**src/rtl/eros_obi_pkg.sv**
```systemverilog
// OBI initiator-side request and response bundles (32-bit address and data).
package eros_obi_pkg;

  typedef struct packed {
    logic        req;
    logic        we;
    logic [3:0]  be;
    logic [31:0] addr;
    logic [31:0] wdata;
  } obi_req_t;

  typedef struct packed {
    logic        gnt;
    logic        rvalid;
    logic [31:0] rdata;
  } obi_resp_t;

endpackage

```
**src/rtl/eros_pkg.sv**
```systemverilog
// Shared definitions for the reg-to-OBI bridge: FSM state encoding and the default error read data.
package eros_pkg;

  typedef enum logic [2:0] {
    ST_IDLE,
    ST_REQ,
    ST_WAIT_RVALID,
    ST_RESP,
    ST_DRAIN
  } reg2obi_state_e;

  localparam logic [31:0] ERR_RDATA_DEFAULT = 32'hBADC_AB1E;

endpackage

```
**src/rtl/reg_pkg.sv**
```systemverilog
// Register-interface request and response bundles (32-bit address and data).
package reg_pkg;

  typedef struct packed {
    logic [31:0] addr;
    logic        write;
    logic [31:0] wdata;
    logic [3:0]  wstrb;
    logic        valid;
  } reg_req_t;

  typedef struct packed {
    logic [31:0] rdata;
    logic        error;
    logic        ready;
  } reg_rsp_t;

endpackage

```
**src/rtl/reg_to_obi_bridge.sv**
```systemverilog
// Reg-interface responder that performs each reg access as a single OBI initiator transaction,
// with misaligned-address rejection and a bounded wait for rvalid.
module reg_to_obi_bridge
  import reg_pkg::*;
  import eros_obi_pkg::*;
  import eros_pkg::*;
#(
  parameter int unsigned TIMEOUT_CYCLES = 1024,
  parameter logic [31:0] ERR_RDATA      = ERR_RDATA_DEFAULT
) (
  input  logic           clk_i,
  input  logic           rst_i,
  input  reg_req_t       reg_req_i,
  output reg_rsp_t       reg_rsp_o,
  output obi_req_t       obi_req_o,
  input  obi_resp_t      obi_resp_i,
  output logic           busy_o,
  output reg2obi_state_e state_o
);

  localparam int unsigned    CNT_W    = (TIMEOUT_CYCLES == 0) ? 1 : $clog2(TIMEOUT_CYCLES + 1);
  localparam logic [CNT_W-1:0] CNT_LAST = CNT_W'(TIMEOUT_CYCLES - 1);
  localparam bit             TO_EN    = (TIMEOUT_CYCLES != 0);

  // Handshakes: the reg side completes in the single cycle reg_rsp_o.ready is high (ready comes
  // only from state, never from reg valid); the OBI address phase completes when req && gnt at a
  // rising edge, and its data phase completes on the first rvalid afterwards.

  reg2obi_state_e   state_q, state_d;
  logic [31:0]      addr_q, addr_d;
  logic             we_q, we_d;
  logic [31:0]      wdata_q, wdata_d;
  logic [3:0]       wstrb_q, wstrb_d;
  logic [CNT_W-1:0] cnt_q, cnt_d;
  logic             drain_q, drain_d;
  logic [31:0]      rdata_q, rdata_d;
  logic             err_q, err_d;

  always_ff @(posedge clk_i or posedge rst_i) begin
    if (rst_i) begin
      state_q <= ST_IDLE;
      addr_q  <= '0;
      we_q    <= 1'b0;
      wdata_q <= '0;
      wstrb_q <= '0;
      cnt_q   <= '0;
      drain_q <= 1'b0;
      rdata_q <= '0;
      err_q   <= 1'b0;
    end else begin
      state_q <= state_d;
      addr_q  <= addr_d;
      we_q    <= we_d;
      wdata_q <= wdata_d;
      wstrb_q <= wstrb_d;
      cnt_q   <= cnt_d;
      drain_q <= drain_d;
      rdata_q <= rdata_d;
      err_q   <= err_d;
    end
  end

  always_comb begin
    state_d = state_q;
    addr_d  = addr_q;
    we_d    = we_q;
    wdata_d = wdata_q;
    wstrb_d = wstrb_q;
    cnt_d   = cnt_q;
    drain_d = drain_q;
    rdata_d = rdata_q;
    err_d   = err_q;

    case (state_q)
      ST_IDLE: begin
        if (reg_req_i.valid) begin
          if (reg_req_i.addr[1:0] == 2'b00) begin
            addr_d  = reg_req_i.addr;
            we_d    = reg_req_i.write;
            wdata_d = reg_req_i.wdata;
            wstrb_d = reg_req_i.wstrb;
            state_d = ST_REQ;
          end else begin
            err_d   = 1'b1;
            rdata_d = ERR_RDATA;
            state_d = ST_RESP;
          end
        end
      end
      ST_REQ: begin
        if (obi_resp_i.gnt) begin
          cnt_d   = '0;
          state_d = ST_WAIT_RVALID;
        end
      end
      ST_WAIT_RVALID: begin
        cnt_d = cnt_q + CNT_W'(1);
        // A response arriving in the timeout cycle still counts as a normal completion.
        if (obi_resp_i.rvalid) begin
          rdata_d = we_q ? 32'h0 : obi_resp_i.rdata;
          err_d   = 1'b0;
          state_d = ST_RESP;
        end else if (TO_EN && (cnt_q == CNT_LAST)) begin
          rdata_d = ERR_RDATA;
          err_d   = 1'b1;
          drain_d = 1'b1;
          state_d = ST_RESP;
        end
      end
      ST_RESP: begin
        state_d = drain_q ? ST_DRAIN : ST_IDLE;
      end
      ST_DRAIN: begin
        // No bound here: the late rvalid must be consumed before another OBI request may issue.
        if (obi_resp_i.rvalid) begin
          drain_d = 1'b0;
          state_d = ST_IDLE;
        end
      end
      default: state_d = ST_IDLE;
    endcase
  end

  always_comb begin
    obi_req_o = '0;
    if (state_q == ST_REQ) begin
      obi_req_o.req   = 1'b1;
      obi_req_o.we    = we_q;
      obi_req_o.be    = we_q ? wstrb_q : 4'hF;
      obi_req_o.addr  = addr_q;
      obi_req_o.wdata = wdata_q;
    end
  end

  assign reg_rsp_o.ready = (state_q == ST_RESP);
  assign reg_rsp_o.rdata = rdata_q;
  assign reg_rsp_o.error = err_q;
  assign busy_o          = (state_q != ST_IDLE);
  assign state_o         = state_q;

endmodule
```
**config.mk**
```make
export PLATFORM = sky130hd
export DESIGN_NAME = reg_to_obi_bridge
export DESIGN_NICKNAME = d
export VERILOG_FILES = /design/src/rtl/eros_obi_pkg.sv /design/src/rtl/eros_pkg.sv /design/src/rtl/reg_pkg.sv /design/src/rtl/reg_to_obi_bridge.sv
export SDC_FILE = /design/constraint.sdc
export NUM_CORES = 1
export LEC_CHECK = 0
export ABC_AREA = 1
export BUFFER_PORTS_ARGS = -buffer_cell sky130_fd_sc_hd__buf_4
export CORE_UTILIZATION = 45
export CTS_CLUSTER_DIAMETER = 30
export DETAILED_ROUTE_END_ITERATION = 8
export GPL_TIMING_DRIVEN = 0
export PLACE_DENSITY = 0.73
export SYNTH_ARGS = -nofsm -noshare
export SYNTH_HDL_FRONTEND = slang
export SYNTH_SLANG_ARGS = --single-unit
```
**constraint.sdc**
```tcl
create_clock -name clk_i -period 4.4 [get_ports clk_i]
set_input_delay 0.44 -clock clk_i [delete_from_list [all_inputs] [get_ports clk_i]]
set_output_delay 0.44 -clock clk_i [all_outputs]
set_load 0.05 [all_outputs]
```
==> run_results.csv, run 1 <==
group,metric,value,unit
outcome,status,"finished with violations",
outcome,violations,"design-rule violations",
setup_path,crit_type,"reg -> out",
detailed_routing,drtAntennaViolNets,0,
detailed_routing,wl_met2,7130,um
global_routing,grt_start_max_net_pins,65,
detailed_routing,wire_per_inst,14.0,um
floorplanning,rows,39,
floorplanning,die_w,111,um
synthesis,synth_top_area_cell,"dfrtp_1",
power,leakage,0.00415,uW
sta,timing.fmax,389,MHz
power,power_density,864,mW/mm2
worst_hold_path,min_path_type,"in -> async",
sta,rsz0062_at_grt,"no",
clock_network,htree_levels,4,
place,gp_congestion,0.875,
sta,fin_crit_sh,58.4,%
synthesis,synth_cells,675,
sta,period_needed,2570,ps
cells_and_area,antenna_cells,0,
sta,tightest_slew,525,ps
setup_path,critical_path_required,3960,ps
clock_network,cts_resized,0,
cells_and_area,area_delta_synth_final,45.5,%
cells_and_area,stdcell_count,1061,
detailed_routing,top_layer,"met4",
sta,report.final.setup_viol,0,
detailed_routing,wl,14800,um
setup_path,critPathArrivalTime,2130,ps
synthesis,yosys.area.top_type_share,54.8,%
power,max-vdd-ir-drop,0.469,mV
setup_path,r2r-start,"state_o[2]",
sta,finalMaxSlewViolations,0,
detailed_routing,drtIter0Drc,258,
place,portBuffers,213,
setup_path,end_kind,"primary output",
synthesis,syn_area,0.00534,mm2
detailed_routing,num_vias,5194,
clock_network,cts_hold_buf,0,
clock_network,cts_tree,"yes",
floorplanning,die-area,0.0123,mm2
floorplanning,start_util,46.4,%
synthesis,ys_seq_area_share,54.8,%
floorplanning,die_h,111,um
floorplanning,ios,214,
synthesis,synth_cell_types,28,
cells_and_area,fin_nets,1015,
setup_path,cp-start-kind,"flop",
power,power,6720,uW
detailed_routing,drc,24,
cells_and_area,final_cell_mix,"219 x nand2_1, 219 x buf_4, 117 x dfrtp_1",
synthesis,ys_warn_count,0,
clock_network,cts_setup_buffers,0,
clock_network,cts.clk_slew.worst_paths,50,ps
global_routing,grt_usage,25.5,%
setup_path,ff2ff_path_depth,7,
sta,hold_viol,0,
detailed_routing,drt-met1-wl,6260,um
global_routing,antenna_found_initial,0,
run,cap_violations,0,
clock_network,clk_path_buf_depth,2,
sta,skew,8.41,ps
cells_and_area,drive_above_1_share,30.2,%
detailed_routing,routed_via_density,4.90,
setup_path,critPathLaunch,"state_o[1]",
synthesis,synth_seq_cells,117,
global_routing,grt_overflow,0,
sta,fin_setup_tns,0,ps
setup_path,critPathMaxFanout,10,
synthesis,synth_fp_nets,782,
global_routing,grt_pass1_wl,24800,um
place,placed_cells,1032,
setup_path,endpoint,"obi_req_o[17]",
synthesis,synth_area_leaders,"dfrtp_1 55%, nand2_1 15%, inv_1 6.2%",
setup_path,worst-r2r-setup-slack,2480,ps
floorplanning,placeableCoreArea,0.0115,mm2
clock_network,numCtsBuffers,17,
synthesis,syn_area_per_cell,7.92,um2
clock_network,cts_root_buf,"clkbuf_16",
place,hpwl,11100,um
detailed_routing,first_pass_iters,7,
clock_network,clk_latency,410,ps
clock_network,cts_sinks,117,
setup_path,r2r-end,"wdata_q[22]",
sta,max_slew_margin,65.0,%
global_routing,grt_pass1_vias,5173,
detailed_routing,wl_met3,1140,um
[layout make-up]
type                       instances  area (um2)
fill                             940        3740
sequential                       117        2930
multi-input combinational        429        1850
timing repair buffer             214        1630
clock buffer                      20         467
inverter                          93         354
buffer                            36         213
tap                              143         179
clock inverter                     9         153
[how the worst min path moves through the flow]
stage                        endpoint  slack (ps)   startpoint
after floorplan                 err_q         440        err_q
after global placement    rdata_q[28]         450  rdata_q[28]
after detailed placement  rdata_q[15]         460  rdata_q[15]
after CTS                 wdata_q[25]          90        rst_i
after global routing      wdata_q[25]         110        rst_i
final                     wdata_q[23]          80        rst_i
[sequential cells by signal, indices dropped and copies added, names as in the netlist]
| register | cells |
|---|---|
| state_o | 3 |
| err_q | 1 |
| rdata_q | 32 |
| we_q | 1 |
| wstrb_q | 4 |
| drain_q | 1 |
| cnt_q | 11 |
| wdata_q | 32 |
| addr_q | 32 |
[worst max-delay path: stages, from the launching register on]
cell	delay [ps]
dfrtp_1	450
nor3_2	350
inv_2	180
clkbuf_1	270
nor2_1	240
buf_4	240
[layer usage]
layer	GRT usage, %	vias up
li1	-	2538
met1	31.8	2427
met2	41.5	205
met3	7.49	24
met4	11.1	0
met5	0	-
[cells by family (layout without fill, tap and decap cells)]
family,count (synthesis),after routing,share of synthesized area [%]
buf+inv,129,372,10.5
fa+ha+maj,1,1,0.234
simple gates,341,341,26.0
flops,117,117,54.8
compound gates,86,86,8.24
mux,1,1,0.187
[metrics by stage]
step                util (%)  hold WS [ps]  worst slack (ps)  cell area [um2]
finish                  67.5          80.7              1830             7770
floorplan                  -           443               859             5340
global placement        61.8           455              -435             7120
CTS                     67.5          89.9              1800             7770
global route            67.5           110              1710             7770
detailed placement      62.1           459              2220             7150
[report_power, final]
group | total, uW | internal [uW] | switching [uW] | leakage [uW]
Combinational | 3480 | 990 | 2490 | 0.00242
Sequential | 1800 | 1580 | 220 | 0.00143
Clock | 1440 | 979 | 459 | 0.000296
[Yosys cell counts]
library cell and number:
dfrtp_1 117, ha_1 1, inv_1 88, o32ai_1 1, buf_2 7, clkbuf_1 16, nor2_4 1, a21oi_1 8
nand2_1 219, nand3_2 2, nand2_2 1, buf_6 6, nor2_1 79, o22ai_1 1, nor2_2 2, nand3_1 9
nor3_1 2, nor3_2 1, nand4_1 24, mux2i_1 1, buf_4 6, o21ai_1 9, a21oi_2 1, o21ai_0 65
a31oi_1 1, clkbuf_2 1, inv_2 5, nand3b_1 1
No activity file was read; power rests on OpenSTA's default activity.
==> inputs of run 2 (changes only) <==
CORE_UTILIZATION = 44   (was 45)
PLACE_DENSITY = 0.75   (was 0.73)
clock period = 2.31 ns   (was 4.4 ns; I/O delays follow)
==> run 2 against run 1 <==
The run still ends with design-rule violations left. Non-clock buffer count grew 1. Worst setup slack lost 1700 ps. Global-route usage shrank 0.60 points. First-iteration DRC count grew 38%. Critical path type unchanged. Design area grew 2.4%. Cell count grew 0.38%. Register-to-register slack lost 2100 ps. Power grew 95%. Highest routed layer unchanged.
==> run_results.csv, run 2 (synthesis results as in run 1) <==
group,metric,value,unit
outcome,status,"finished with violations",
outcome,violations,"design-rule violations",
setup_path,worst_path_largest_cell_delay,480,ps
place,placed_cells,1033,
floorplanning,die-area,0.0126,mm2
detailed_routing,num_vias,5241,
cells_and_area,fin_nets,1016,
cells_and_area,reg_top3,"addr_q: 32 flops, rdata_q: 32 flops, wdata_q: 32 flops",
cells_and_area,drive_above_1_share,34.1,%
sta,timing.fmax,452,MHz
floorplanning,rows,39,
power,max-vdd-ir-drop,1.13,mV
clock_network,cts.clk_slew.worst_paths,50,ps
detailed_routing,wl,15200,um
clock_network,cts_setup_buffers,0,
setup_path,critical_path_required,2080,ps
setup_path,path_delay_family,"buffers and inverters",
global_routing,grt_pass1_vias,5086,
setup_path,path_cells,"nor3_4 > inv_2 > buf_2 > nor2_1 > buf_4",
place,hpwl,11200,um
sta,worst_slack,99.8,ps
floorplanning,placeableCoreArea,0.0116,mm2
floorplanning,ios,214,
place,dpl_cell_area,0.00733,mm2
clock_network,clk_path_buf_depth,2,
setup_path,crit_buf_inv,3,
sta,fin_crit_sh,95.7,%
detailed_routing,routed_via_density,4.92,
detailed_routing,drc,12,
sta,tightest_slew,910,ps
place,preCtsSetupSlack,368,ps
global_routing,grt_overflow,0,
setup_path,crit_type,"reg -> out",
cells_and_area,antenna_cells,0,
place,gp_congestion,0.849,
cells_and_area,fillers,970,
detailed_routing,drtIter0Drc,355,
detailed_routing,wire_per_inst,14.2,um
clock_network,clk_latency,410,ps
floorplanning,start_util,46.0,%
detailed_routing,drtAntennaViolNets,0,
floorplanning,die_w,112,um
clock_network,cts_hold_buf,0,
cells_and_area,final_cell_mix,"219 x nand2_1, 219 x buf_4, 117 x dfrtp_1",
run,cap_violations,0,
global_routing,grt_pass1_wl,24700,um
floorplanning,die_h,112,um
power,power_density,1650,mW/mm2
setup_path,critPathArrivalTime,1980,ps
setup_path,end_kind,"primary output",
setup_path,critPathMaxFanout,10,
global_routing,antenna_found_initial,0,
worst_hold_path,min_path_type,"in -> async",
clock_network,cts_root_buf,"clkbuf_16",
setup_path,cp_slowest_cell,"dfrtp_1",
sta,skew,11.5,ps
sta,max_slew_margin,39.2,%
sta,report.final.setup_viol,0,
detailed_routing,first_pass_iters,9,
sta,finalMaxSlewViolations,0,
power,leakage,0.00416,uW
clock_network,numCtsBuffers,17,
global_routing,grt_usage,24.9,%
cells_and_area,stdcell_count,1065,
clock_network,htree_levels,4,
sta,period_needed,2210,ps
place,portBuffers,213,
sta,rsz0062_at_grt,"no",
cells_and_area,stdcell_area,0.00796,mm2
sta,fin_setup_tns,0,ps
clock_network,cts_tree,"yes",
cells_and_area,area_delta_synth_final,48.9,%
sta,hold_viol,0,
setup_path,cp-start-kind,"flop",
clock_network,cts_sinks,117,
global_routing,grt_start_max_net_pins,41,
[run 2: repair_timing]
action                                  CTS  global route
endpoints found under the setup margin   28            23
resized for setup                         6             7
gates cloned                              0             0
[run 2: metrics by stage]
step / total power (uW) / hold slack (ps) / utilization, %
floorplan: 8310 / 341 / -
global placement: 10200 / 431 / 62.7
detailed placement: 10300 / 437 / 63.1
CTS: 13200 / 6.96 / 68.5
global route: 13800 / 21.1 / 68.5
finish: 13100 / 20.9 / 68.5
[run 2: cell type report]
class | instances | area, um2 | area share [%]
buffer | 36 | 221 | 2.78
clock buffer | 19 | 443 | 5.57
clock inverter | 13 | 181 | 2.28
inverter | 93 | 353 | 4.43
multi-input combinational | 429 | 2010 | 25.3
sequential | 117 | 2930 | 36.8
tap | 143 | 179 | 2.25
timing repair buffer | 215 | 1640 | 20.6
[run 2: path summary, 6_finish.rpt]
check | from | endpoint | slack [ps] | cells past startpoint
min in group clk_i | obi_resp_i[5] | rdata_q[5] | 30 | 3
max in group asynchronous | rst_i | wdata_q[16] | 1600 | 3
max | state_o[2] | obi_req_o[44] | 100 | 5
min reg2reg | rdata_q[4] | rdata_q[4] | 470 | 2
min | rst_i | wstrb_q[0] | 20 | 2
max reg2reg | state_o[2] | wdata_q[10] | 380 | 7
[run 2: worst reg2reg max path, stage by stage (launching register included)]
cell and delay [ps]:
dfrtp_1 480, inv_2 90, nand2_2 90, nor2_2 150, nand3_1 190, inv_2 250, clkbuf_1 370, o21ai_0 170
[run 2: report_power, final]
group          internal (uW)  leakage, uW  switching, uW
clock network           1830     0.000291            933
logic                   1970      0.00244           4940
registers               3010      0.00143            423
[run 2: routing by layer]
metal,track usage [%],vias up,routed length (um)
li1,-,2547,-
met1,32.1,2446,6230
met2,40.7,233,7410
met3,6.91,15,1310
met4,8.71,0,202
met5,0,-,0
